File: src/rtl/adder64_arbiter.sv
// Round-robin scheduler that time-shares one external combinational adder64
// among NUM_REQ requesters and returns each sum with its owner's ID.
module adder64_arbiter #(
    parameter int WIDTH   = 64,
    parameter int NUM_REQ = 2,
    localparam int IDW    = (NUM_REQ > 1) ? $clog2(NUM_REQ) : 1
) (
    input  logic                     clk,
    input  logic                     reset_n,
    input  logic [NUM_REQ-1:0]       req_valid,
    input  logic [NUM_REQ*WIDTH-1:0] req_a,
    input  logic [NUM_REQ*WIDTH-1:0] req_b,
    output logic [NUM_REQ-1:0]       req_ready,
    output logic [WIDTH-1:0]         add_a,
    output logic [WIDTH-1:0]         add_b,
    input  logic [WIDTH-1:0]         add_result,
    output logic                     rsp_valid,
    input  logic                     rsp_ready,
    output logic [WIDTH-1:0]         rsp_sum,
    output logic [IDW-1:0]           rsp_id,
    output logic                     busy
);

    typedef enum logic [1:0] {
        IDLE  = 2'd0,
        ISSUE = 2'd1,
        RESP  = 2'd2
    } state_t;

    state_t           state;
    state_t           state_next;
    logic [IDW-1:0]   rr_ptr;
    logic [IDW-1:0]   gnt_id;
    logic [IDW-1:0]   grant;
    logic             any_valid;
    logic             load_req;
    logic             capture;
    logic             release_rsp;
    logic [WIDTH-1:0] op_a;
    logic [WIDTH-1:0] op_b;

    // First valid requester at or after ptr, wrapping modulo NUM_REQ.
    function automatic logic [IDW-1:0] rr_pick(
        input logic [NUM_REQ-1:0] valid,
        input logic [IDW-1:0]     ptr
    );
        logic [IDW-1:0] pick;
        logic [IDW:0]   idx;
        pick = ptr;
        for (int k = NUM_REQ - 1; k >= 0; k--) begin
            idx = {1'b0, ptr} + (IDW+1)'(k);
            if (idx >= (IDW+1)'(NUM_REQ))
                idx = idx - (IDW+1)'(NUM_REQ);
            if (valid[idx[IDW-1:0]])
                pick = idx[IDW-1:0];
        end
        return pick;
    endfunction

    function automatic logic [IDW-1:0] next_ptr(input logic [IDW-1:0] id);
        if (id == IDW'(NUM_REQ - 1))
            return '0;
        return id + 1'b1;
    endfunction

    assign any_valid = |req_valid;
    assign grant     = rr_pick(req_valid, rr_ptr);

    // Grant is only offered in IDLE, and never while reset is asserted.
    always_comb begin
        req_ready = '0;
        if (reset_n && state == IDLE && any_valid)
            req_ready = NUM_REQ'(1) << grant;
    end

    assign add_a = op_a;
    assign add_b = op_b;
    assign busy  = (state != IDLE);

    always_ff @(posedge clk or negedge reset_n) begin
        if (!reset_n)
            state <= IDLE;
        else
            state <= state_next;
    end

    always_comb begin
        state_next  = state;
        load_req    = 1'b0;
        capture     = 1'b0;
        release_rsp = 1'b0;
        case (state)
            IDLE: begin
                if (any_valid) begin
                    load_req   = 1'b1;
                    state_next = ISSUE;
                end
            end
            ISSUE: begin
                capture    = 1'b1;
                state_next = RESP;
            end
            RESP: begin
                if (rsp_ready) begin
                    release_rsp = 1'b1;
                    state_next  = IDLE;
                end
            end
            default: state_next = IDLE;
        endcase
    end

    always_ff @(posedge clk or negedge reset_n) begin
        if (!reset_n) begin
            rr_ptr    <= '0;
            gnt_id    <= '0;
            op_a      <= '0;
            op_b      <= '0;
            rsp_sum   <= '0;
            rsp_id    <= '0;
            rsp_valid <= 1'b0;
        end else begin
            if (load_req) begin
                op_a   <= req_a[grant*WIDTH +: WIDTH];
                op_b   <= req_b[grant*WIDTH +: WIDTH];
                gnt_id <= grant;
            end
            // Carry-out of the shared adder is intentionally dropped.
            if (capture) begin
                rsp_sum   <= add_result;
                rsp_id    <= gnt_id;
                rsp_valid <= 1'b1;
            end
            if (release_rsp) begin
                rsp_valid <= 1'b0;
                rr_ptr    <= next_ptr(gnt_id);
            end
        end
    end

endmodule

File: config.mk
export PLATFORM = sky130hd
export DESIGN_NAME = adder64_arbiter
export DESIGN_NICKNAME = d
export VERILOG_FILES = /design/src/rtl/adder64_arbiter.sv
export SDC_FILE = /design/constraint.sdc
export NUM_CORES = 1
export LEC_CHECK = 0
export CELL_PAD_IN_SITES_DETAIL_PLACEMENT = 1
export CELL_PAD_IN_SITES_GLOBAL_PLACEMENT = 1
export CORE_MARGIN = 3
export CORE_UTILIZATION = 27
export CTS_BUF_LIST = sky130_fd_sc_hd__clkbuf_16
export DETAILED_ROUTE_END_ITERATION = 8
export PLACE_DENSITY_LB_ADDON = 0.3
export SLEW_MARGIN = 0
export SYNTH_ARGS = -nofsm -noshare
export SYNTH_HDL_FRONTEND = slang
export SYNTH_SLANG_ARGS = --single-unit
File: constraint.sdc
create_clock -name clk -period 1.3 [get_ports clk]
set_input_delay 0.13 -clock clk [delete_from_list [all_inputs] [get_ports clk]]
set_output_delay 0.13 -clock clk [all_outputs]
set_load 0.005 [all_outputs]
==> flow_metrics.tcl <==
set metrics [dict create \
    run_status "finished, violations left" \
    violations "setup timing" \
    dp.final_hpwl_mm 33.08 \
    cts.clk_slew.worst_paths_ps 70 \
    max-slew-margin-rel_pct 66.08 \
    die_h_um 200.7 \
    worstPathMaxFanout 8 \
    cts_num_sinks 198 \
    place_congestion 0.7707 \
    cts_tree "done" \
    synth_top_cells_by_count "198 x sky130_fd_sc_hd__dfrtp_1, 130 x sky130_fd_sc_hd__inv_1, 128 x sky130_fd_sc_hd__nand3_1, 128 x sky130_fd_sc_hd__o2111ai_1, 80 x sky130_fd_sc_hd__o221ai_2" \
    ys_ff_latch 198 \
    yosys.area.top_type_share_pct 48.43 \
    io_buffers 521 \
    final_routed_wire_length_divided_by_cell_count_um 30.24 \
    fmaxAchievable_mhz 579.2 \
    fin_crit_sh_pct 132.8 \
    rows 70 \
    power_density_mw_per_mm2 2396 \
    worst-slew-pin-transition_ps 508.8 \
    critical-path-top-delay-family "buffers and inverters" \
    yosysUniqueCellTypes 23 \
    synth_seq_area_share_pct 48.43 \
    synth_async_sr_flop_share_pct 100.0 \
    core_area_mm2 0.03696 \
    timing.critical_path.from_type "register" \
    via_count_of_the_first_global_routing_pass 12230 \
    cts_max_level 4 \
    timing.critical_path.depth 9 \
    synth_fp_nets 1242 \
    antenna_found_initial 17 \
    track_usage_pct 28.15 \
    slew_viol_final 0 \
    post_synthesis_cell_count 917 \
    cp_dominant_cell_by_count "sky130_fd_sc_hd__buf_12" \
    cts.path.max_buffers 2 \
    finalPower_mw 52.97 \
    drive_above_1_share_pct 40.46 \
    ant_nets_after_route 0 \
    vdd_ir_drop_max_uv 993.9 \
    maximum_capacitance_violations 0 \
    gr-total-overflow 0 \
    number_of_drc_violations_after_detailed_routing 0 \
    worst_ep_required_time_ps 1660 \
    setup_viol 198 \
    synth_largest_area_cell "sky130_fd_sc_hd__dfrtp_1" \
    num-nets-final 1879 \
    synth_ff_type "sky130_fd_sc_hd__dfrtp_1" \
    grt_max_degree 158 \
    clock_tree.root_cell "sky130_fd_sc_hd__clkbuf_16" \
    clock_skew_ps 22.91 \
    min_path_type "input pin to async pin" \
    ys_warn_count 0 \
    synthesis.area_mm2 0.01023 \
    rsz_0062_raised_after_global_routing "yes" \
    dr_total_vias 11460 \
    hold_violations 0 \
    power.static_leakage_nw 9.528 \
    io-pin-count 522 \
    data_arrival_time_of_the_critical_path_ps 2080 \
    post-route-cell-area_mm2 0.02211 \
    critical_path.endpoint_type "register" \
    grt_first_pass_wirelength_mm 84.96 \
    final_critical_path_setup_slack_ps -426.5 \
    buffers_inverters_on_critical_path 6 \
    floorplan.die.width_um 200.7 \
    dr.pass1.iters 5 \
    via_per_inst 5.501 \
    insertion_delay_ps 460 \
    die-area_mm2 0.04026 \
    crit_path_max_incr_delay_ps 420 \
    place_worst_setup_slack_ps -584.0 \
    detail_route.iter0.violations 494 \
    synth.most_common_cell "sky130_fd_sc_hd__dfrtp_1" \
    post_synth_main_area_contributors "sky130_fd_sc_hd__dfrtp_1 48%, sky130_fd_sc_hd__o221ai_2 12%, sky130_fd_sc_hd__o2111ai_1 11%, sky130_fd_sc_hd__mux2_2 7.2%, sky130_fd_sc_hd__nand3_1 6.3%" \
    syn_to_final_growth_pct 116.1 \
    final_period_minus_worst_setup_slack_ps 1726 \
    initial_utilization_pct 27.68 \
    numCtsBuffers 17 \
    postPlaceCellArea_mm2 0.01626 \
    setup.worst_path.class "register to register" \
    worstRegToRegCells 9 \
    synth_enable_flop_cells 0 \
    finalWirelength_mm 63.02 \
    worstPathCellList "nor2_4 -> buf_12 -> buf_8 -> buf_12 -> buf_12 -> buf_12 -> buf_16 -> o2111ai_2 -> o221ai_1" \
    mean_instance_size_in_the_synthesized_netlist_um2 11.16 \
    cp_slowest_cell "sky130_fd_sc_hd__dfrtp_1" \
]
-- power breakdown --
group          internal (mW)  total, mW  switching, mW  leakage (nW)
Combinational           19.7       35.7           16.0          6.84
Clock                   3.09       5.95           2.86         0.294
Sequential              9.28       11.3           2.01          2.39
-- placed cells by master (no fill, tap or decap), types with 12 or more instances in the layout --
cell,instances
sky130_fd_sc_hd__buf_12,60
sky130_fd_sc_hd__buf_16,45
sky130_fd_sc_hd__buf_4,57
sky130_fd_sc_hd__buf_6,28
sky130_fd_sc_hd__buf_8,16
sky130_fd_sc_hd__clkbuf_16,28
sky130_fd_sc_hd__clkdlybuf4s15_1,56
sky130_fd_sc_hd__clkdlybuf4s50_1,323
sky130_fd_sc_hd__dfrtp_1,196
sky130_fd_sc_hd__diode_2,13
sky130_fd_sc_hd__dlygate4sd2_1,19
sky130_fd_sc_hd__dlymetal6s2s_1,106
sky130_fd_sc_hd__inv_1,129
sky130_fd_sc_hd__mux2_2,62
sky130_fd_sc_hd__nand3_1,51
sky130_fd_sc_hd__nand3_2,65
sky130_fd_sc_hd__nand3_4,12
sky130_fd_sc_hd__o2111ai_1,32
sky130_fd_sc_hd__o2111ai_2,45
sky130_fd_sc_hd__o2111ai_4,51
sky130_fd_sc_hd__o221ai_2,117
-- worst paths after layout --
check,startpoint,endpoint,slack [ps]
setup / recovery,state[1],add_b[1],-430
max in group asynchronous,reset_n,rsp_sum[4],420
hold / removal,reset_n,rr_ptr,220
min in group clk,req_a[77],add_a[13],260
hold reg to reg,rsp_sum[60],rsp_sum[60],500
setup reg to reg,state[1],add_b[1],-430
-- metal layers --
metal  GRT usage (%)  routed length (um)  up-vias
met2           50.30               33210      525
met3           7.410                3624      149
met1           30.80               22980     5939
met4           14.18                3124       10
met5               0                  71        -
li1                -                   -     4841
-- cells by family after synthesis --
family / after synthesis / synth area share, %
muxes: 66 / 7.301
AOI/OAI and AO/OA: 261 / 27.08
and+or+nand+nor: 141 / 6.971
DFF: 198 / 48.43
buffers and inverters: 251 / 10.22
-- worst register-to-register path, stage by stage, from the launching register on --
cell and delay [ps]:
sky130_fd_sc_hd__dfrtp_1 420, sky130_fd_sc_hd__nor2_4 200, sky130_fd_sc_hd__buf_12 130, sky130_fd_sc_hd__buf_8 110, sky130_fd_sc_hd__buf_12 120, sky130_fd_sc_hd__buf_12 160
sky130_fd_sc_hd__buf_12 140, sky130_fd_sc_hd__buf_16 140, sky130_fd_sc_hd__o2111ai_2 110, sky130_fd_sc_hd__o221ai_1 100
-- stage by stage --
stage | hold WS [ps] | instances | TNS (ps) | util, %
finish | 220.5 | 2084 | -58600 | 59.81
global route | 204.0 | 2084 | -68520 | 59.81
CTS | 171.0 | 2019 | -68770 | 55.54
detailed placement | -38.98 | 1881 | -78890 | 43.98
global placement | -35.90 | 1881 | -72520 | 43.98
floorplan | -165.6 | 917 | -10340 | -
-- flip-flops by register name, indices dropped and copies added (netlist names) --
register / flops
rsp_sum: 64
add_a: 64
gnt_id: 1
state: 2
rr_ptr: 1
add_b: 64
rsp_valid: 1
rsp_id: 1
-- final cells by class --
| class | instances | area (um2) |
|---|---|---|
| timing repair buffer | 739 | 9190 |
| fill | 3585 | 14850 |
| clock inverter | 15 | 190.2 |
| tap | 504 | 630.6 |
| multi-input combinational | 468 | 6190 |
| antenna | 13 | 32.53 |
| sequential | 198 | 4957 |
| clock buffer | 17 | 425.4 |
| inverter | 130 | 490.5 |
-- repair_timing --
item | in CTS | in global routing
cloned | 50 | 16
pin swaps | 146 | 43
endpoints found under the setup margin | 391 | 502
hold endpoints to repair | 73 | 0
gates resized for setup | 462 | 285
hold buffers | 1 | 0
buffers inserted | 59 | 52
Power figures use the tool's default switching activity.
==> edit 1: new RTL, config.mk and constraints unchanged <==
Make the reset (`reset_n`) synchronous in 2 clocked blocks.
--- a/src/rtl/adder64_arbiter.sv
+++ b/src/rtl/adder64_arbiter.sv
@@ -78,5 +78,5 @@
     assign busy  = (state != IDLE);
 
-    always_ff @(posedge clk or negedge reset_n) begin
+    always_ff @(posedge clk) begin
         if (!reset_n)
             state <= IDLE;
@@ -111,5 +111,5 @@
     end
 
-    always_ff @(posedge clk or negedge reset_n) begin
+    always_ff @(posedge clk) begin
         if (!reset_n) begin
             rr_ptr    <= '0;
Behaviour: differs if reset_n is asserted again (counterexample within 4 cycles, from zero or initial values and one cycle with reset_n low); with reset_n held inactive, the same outputs for 4 cycles.
==> edit 1 against the original RTL <==
The flow still finishes with violations (setup timing); final area down 30%; final cell count down 15%; area after synthesis down 21%; setup slack better by 0.063 ns; count of clock-buffer cells in the layout unchanged; sequential cell count unchanged; wire length down 31%; non-clock buffer count down 131; via count down 20%; die area down 21%.
Power is not compared: it rests on default switching activity, and its combinational part moved more than twofold at a synthesized area within 25%.
==> edit 1: results <==
global_routing:
  grtUsageTotal_pct: 23.82
  grt_pass1_wl_mm: 57.56
  antenna_found_initial: 4
  grt_max_degree: 74
setup_path:
  critPathMaxFanout: 9
  r2r-start: "state[0]"
  max_stage_delay_ns: 0.35
  rr_endpoint: "add_b[49]"
  rr_worst_depth: 5
  critical-path-top-delay-family: "compound AO/OA/AOI/OAI gates"
  crit_path_top_delay_cell: "dfxtp_2"
logic_synthesis:
  synth_nets: 1162
  netlist_instances: 837
  async_flop_share_pct: 0
  synth.yosys.seq_area_share_pct: 49.32
  synthTopCellsByArea: "dfxtp_1 49%, a221o_1 11%, and3_1 7.1%"
  synthFlopType: "dfxtp_1"
  netlist-cell-type-count: 29
sta:
  fin_ws_ns: -0.3637
  slew_headroom_pct: 58.77
  holdWs_ns: 0.2386
  setup_violations: 198
  fin_skew_ns: 0.01738
cts:
  clk_latency_ns: 0.43
  clk_path_buf_depth: 2
drt:
  detail_route.first_pass.iterations: 4
  wl_per_cell_um: 24.41
  drtIter0Drc: 388
place:
  hpwl_mm: 28.67
  io_buffers: 521
  finalWeightedCongestion: 0.8808
  post_dp_cell_area_um2: 13800
status:
  violations: "setup timing"
  status: "finished with violations"
finish:
  final_layout_size_suffix_gt1_share_pct: 16.67
  final_nets: 1698
worst_hold_path:
  holdPathEnd: "rsp_sum[33]"
[edit 1: cell types whose count changed after synthesis, sizes merged, moves of 66 or more]
cell | unedited run | this run
o2111ai | 128 | 37
a21boi | 1 | 67
dfxtp | 0 | 198
inv | 130 | 38
nand3 | 128 | 37
o221ai | 128 | 37
nand2 | 1 | 131
dfrtp | 198 | 0
mux2 | 66 | 0
a221o | 0 | 91
and3 | 2 | 91
[edit 1: layer usage]
metal	vias up	track usage (%)	routed length [um]
met3	69	7.918	3491
li1	4230	-	-
met1	4479	26.42	16310
met2	419	41.80	21970
met4	0	9.578	1542
met5	-	0	0
[edit 1: power groups by stage]
| stage | Combinational (mW) | Clock, mW | Sequential, mW |
|---|---|---|---|
| after detailed placement | 4.03 | 0 | 7.09 |
| after global routing | 4.83 | 5.94 | 7.04 |
| after floorplan | 1.27 | 0 | 7.09 |
| final | 4.53 | 5.54 | 6.97 |
| after global placement | 3.95 | 0 | 7.08 |
| after CTS | 4.00 | 5.66 | 6.96 |
[edit 1: stage by stage]
step	utilization (%)	total power, mW	worst slack [ns]	setup TNS (ns)
final	53.53	17.04	-0.3637	-40.19
after global routing	53.53	17.80	-0.4121	-50.28
after CTS	50.71	16.62	-0.3428	-37.64
after detailed placement	47.57	11.11	-0.4955	-62.08
after global placement	47.57	11.03	-0.4756	-57.05
after floorplan	-	8.362	-0.1406	-13.21
[edit 1: tightest hold or removal path, stage by stage]
cell,delay [ns]
clkdlybuf4s50_1,0.40
nand2_1,0.06
a21boi_1,0.05
[edit 1: worst max path at each step]
stage	slack (ns)	to	from
2_1_floorplan	-0.14	add_a[54]	state[0]
6_report	-0.36	add_b[49]	state[0]
3_5_place_dp	-0.50	add_a[60]	req_valid[1]
4_1_cts	-0.34	req_ready[1]	state[0]
3_3_place_gp	-0.48	add_a[15]	req_valid[1]
5_1_grt	-0.41	add_b[49]	state[0]
[edit 1: cell families after synthesis]
| family | share of synthesized area (%) |
|---|---|
| compound gates | 26.30 |
| buf+inv | 7.707 |
| flops | 49.32 |
| fa+ha+maj | 0.1246 |
| simple gates | 16.55 |
[edit 1: final cells by class]
class / instances / area [um2] / area share [%]
inverters: 38 / 142.6 / 0.9185
diodes: 4 / 10.01 / 0.06445
clock buffers: 17 / 425.4 / 2.739
well taps: 384 / 480.5 / 3.094
clock inverters: 15 / 165.2 / 1.063
multi-input cells: 510 / 3817 / 24.58
flip-flops and latches: 198 / 4023 / 25.90
repair buffers: 608 / 6466 / 41.64
[edit 1: repair_timing]
item | CTS | global route
pin swaps | 2 | 7
gates cloned | 8 | 26
setup buffers | 8 | 5
gates resized for setup | 305 | 101
endpoints found under the setup margin | 326 | 198
==> edit 2: new RTL, config.mk and constraints unchanged <==
Made on the original files. Set the parameter `WIDTH` to 72 (it was 64).
--- a/src/rtl/adder64_arbiter.sv
+++ b/src/rtl/adder64_arbiter.sv
@@ -2,5 +2,5 @@
 // among NUM_REQ requesters and returns each sum with its owner's ID.
 module adder64_arbiter #(
-    parameter int WIDTH   = 64,
+    parameter int WIDTH   = 72,
     parameter int NUM_REQ = 2,
     localparam int IDW    = (NUM_REQ > 1) ? $clog2(NUM_REQ) : 1
Interface: changed (6 resized); port bits go from 522 to 586. No check against the original RTL was run, so the function may have changed too.
==> edit 2 against the original RTL <==
The run still ends with setup timing left; clock skew up 0.018 ns; setup slack worse by 0.035 ns; area after synthesis up 14%; power up 2.6%; utilization down 7.0 points; critical path depth down 5; final area up 1.1%; wire length up 2.8%; global-route usage down 1.8 points; sequential cell count up 24; first-iteration DRC count up 19%; count of clock-buffer cells in the layout up 11; critical path type is now register to output pin.
==> edit 2: results <==
status:
  status: "finished with violations"
  violations: "setup timing"
logic_synthesis:
  synthTopCellsByArea: "dfrtp_1 48%, o221ai_2 14%, o2111ai_1 11%"
  netlist-cell-type-count: 25
  synth_nets: 1394
  netlist_instances: 1029
  synth.yosys.seq_area_share_pct: 47.66
worst_hold_path:
  hold_class: "input port to register"
setup_path:
  critical-path-top-delay-family: "simple AND/OR/NAND/NOR gates"
  r2r-start: "rr_ptr"
  cp_data_arrival_time_ns: 1.63
  rr_endpoint: "add_b[24]"
  rr_worst_depth: 4
  critPathMaxFanout: 4
sta:
  setup_violations: 223
  slew_headroom_pct: 48.05
  fin_ws_ns: -0.4619
  holdWs_ns: 0.1569
  fin_skew_ns: 0.04052
finish:
  final_nets: 2047
  final_layout_size_suffix_gt1_share_pct: 48.06
  filler_cell_count: 4291
  finalNonFillerCells: 2294
drt:
  vias: 12350
  detail_route.first_pass.iterations: 4
  wl_per_cell_um: 28.24
cts:
  clk_latency_ns: 0.57
  cts_buffers: 28
  htree_num_levels: 1
  clk_path_buf_depth: 3
global_routing:
  grtUsageTotal_pct: 26.38
  grt_pass1_wl_mm: 89.86
  grt_pass1_vias: 13290
  grt_max_degree: 105
place:
  hpwl_mm: 36.44
  io_buffers: 585
  finalWeightedCongestion: 0.7952
  dp.cells: 2103
power:
  power_switching_mw: 21.83
  p_leak_nw: 8.951
  max-vdd-ir-drop_mv: 1.180
edit 2: final cells by class:
class / count / share of cell area (%)
Tap cell: 577 / 3.230
Clock buffer: 28 / 3.135
Inverter: 146 / 2.475
Sequential cell: 222 / 24.86
Clock inverter: 22 / 0.4983
Multi-Input combinational cell: 525 / 29.78
Timing Repair Buffer: 759 / 35.85
Antenna cell: 15 / 0.1680
edit 2: worst max-delay path by stage:
| stage | start | endpoint | slack [ns] | cells past startpoint |
|---|---|---|---|---|
| 2_1_floorplan | state[1] | rsp_id | -0.04 | 4 |
| 3_3_place_gp | req_valid[1] | req_ready[0] | -0.72 | 6 |
| 3_5_place_dp | req_valid[1] | add_a[53] | -0.73 | 5 |
| 4_1_cts | state[1] | req_ready[0] | -0.48 | 4 |
| 5_1_grt | state[1] | req_ready[0] | -0.54 | 4 |
| 6_report | state[0] | req_ready[0] | -0.46 | 4 |
edit 2: per-stage QoR:
step           setup WS (ns)  total power [mW]  TNS (ns)  cell area (um2)  util, %
3_5_place_dp         -0.7327             36.57    -97.38            18410    43.50
5_1_grt              -0.5383             57.19    -83.08            22330    52.76
2_1_floorplan       -0.04083             25.04    -2.497            12130        -
6_report             -0.4619             54.35    -67.44            22350    52.81
3_3_place_gp         -0.7212             36.00    -94.92            18410    43.50
4_1_cts              -0.4789             53.33    -73.13            21610    51.05
edit 2: cell families (layout without fill, tap and decap cells):
| kind of cell | Yosys count | in the layout | share of synthesized area [%] |
|---|---|---|---|
| DFF | 222 | 222 | 47.66 |
| buffers and inverters | 283 | 955 | 10.59 |
| muxes | 74 | 74 | 7.181 |
| and+or+nand+nor | 157 | 158 | 6.784 |
| AOI/OAI and AO/OA | 293 | 293 | 27.78 |
| other | 0 | 15 | 0 |
edit 2: worst register-to-register path, cell delays in order, from the launching register on:
cell	delay [ns]
dfrtp_2	0.44
a21boi_4	0.17
buf_4	0.64
o2111ai_1	0.28
o221ai_2	0.12
edit 2: per-layer routing:
layer	global-route usage (%)	up-vias	routed length (um)	share of wire, %
met1	29.01	6344	23270	36
li1	-	5339	-	-
met5	0	-	59	0.091
met2	47.19	520	33450	52
met3	8.705	141	5304	8.2
met4	10.28	8	2698	4.2
edit 2: what timing repair did:
item,in CTS,in global routing
gates resized for setup,1114,134
cloned,53,9
pin swaps,107,75
endpoints found under the hold margin,222,0
endpoints found under the setup margin,439,236
hold buffers,2,0
setup buffers,73,8
edit 2: power by group through the flow:
| stage | Clock [mW] | Combinational [mW] | Sequential (mW) |
|---|---|---|---|
| 6_report | 7.17 | 34.9 | 12.3 |
| 5_1_grt | 7.72 | 36.8 | 12.7 |
| 4_1_cts | 7.35 | 33.8 | 12.2 |
| 3_5_place_dp | 0 | 24.2 | 12.4 |
| 3_3_place_gp | 0 | 23.8 | 12.2 |
| 2_1_floorplan | 0 | 12.6 | 12.5 |
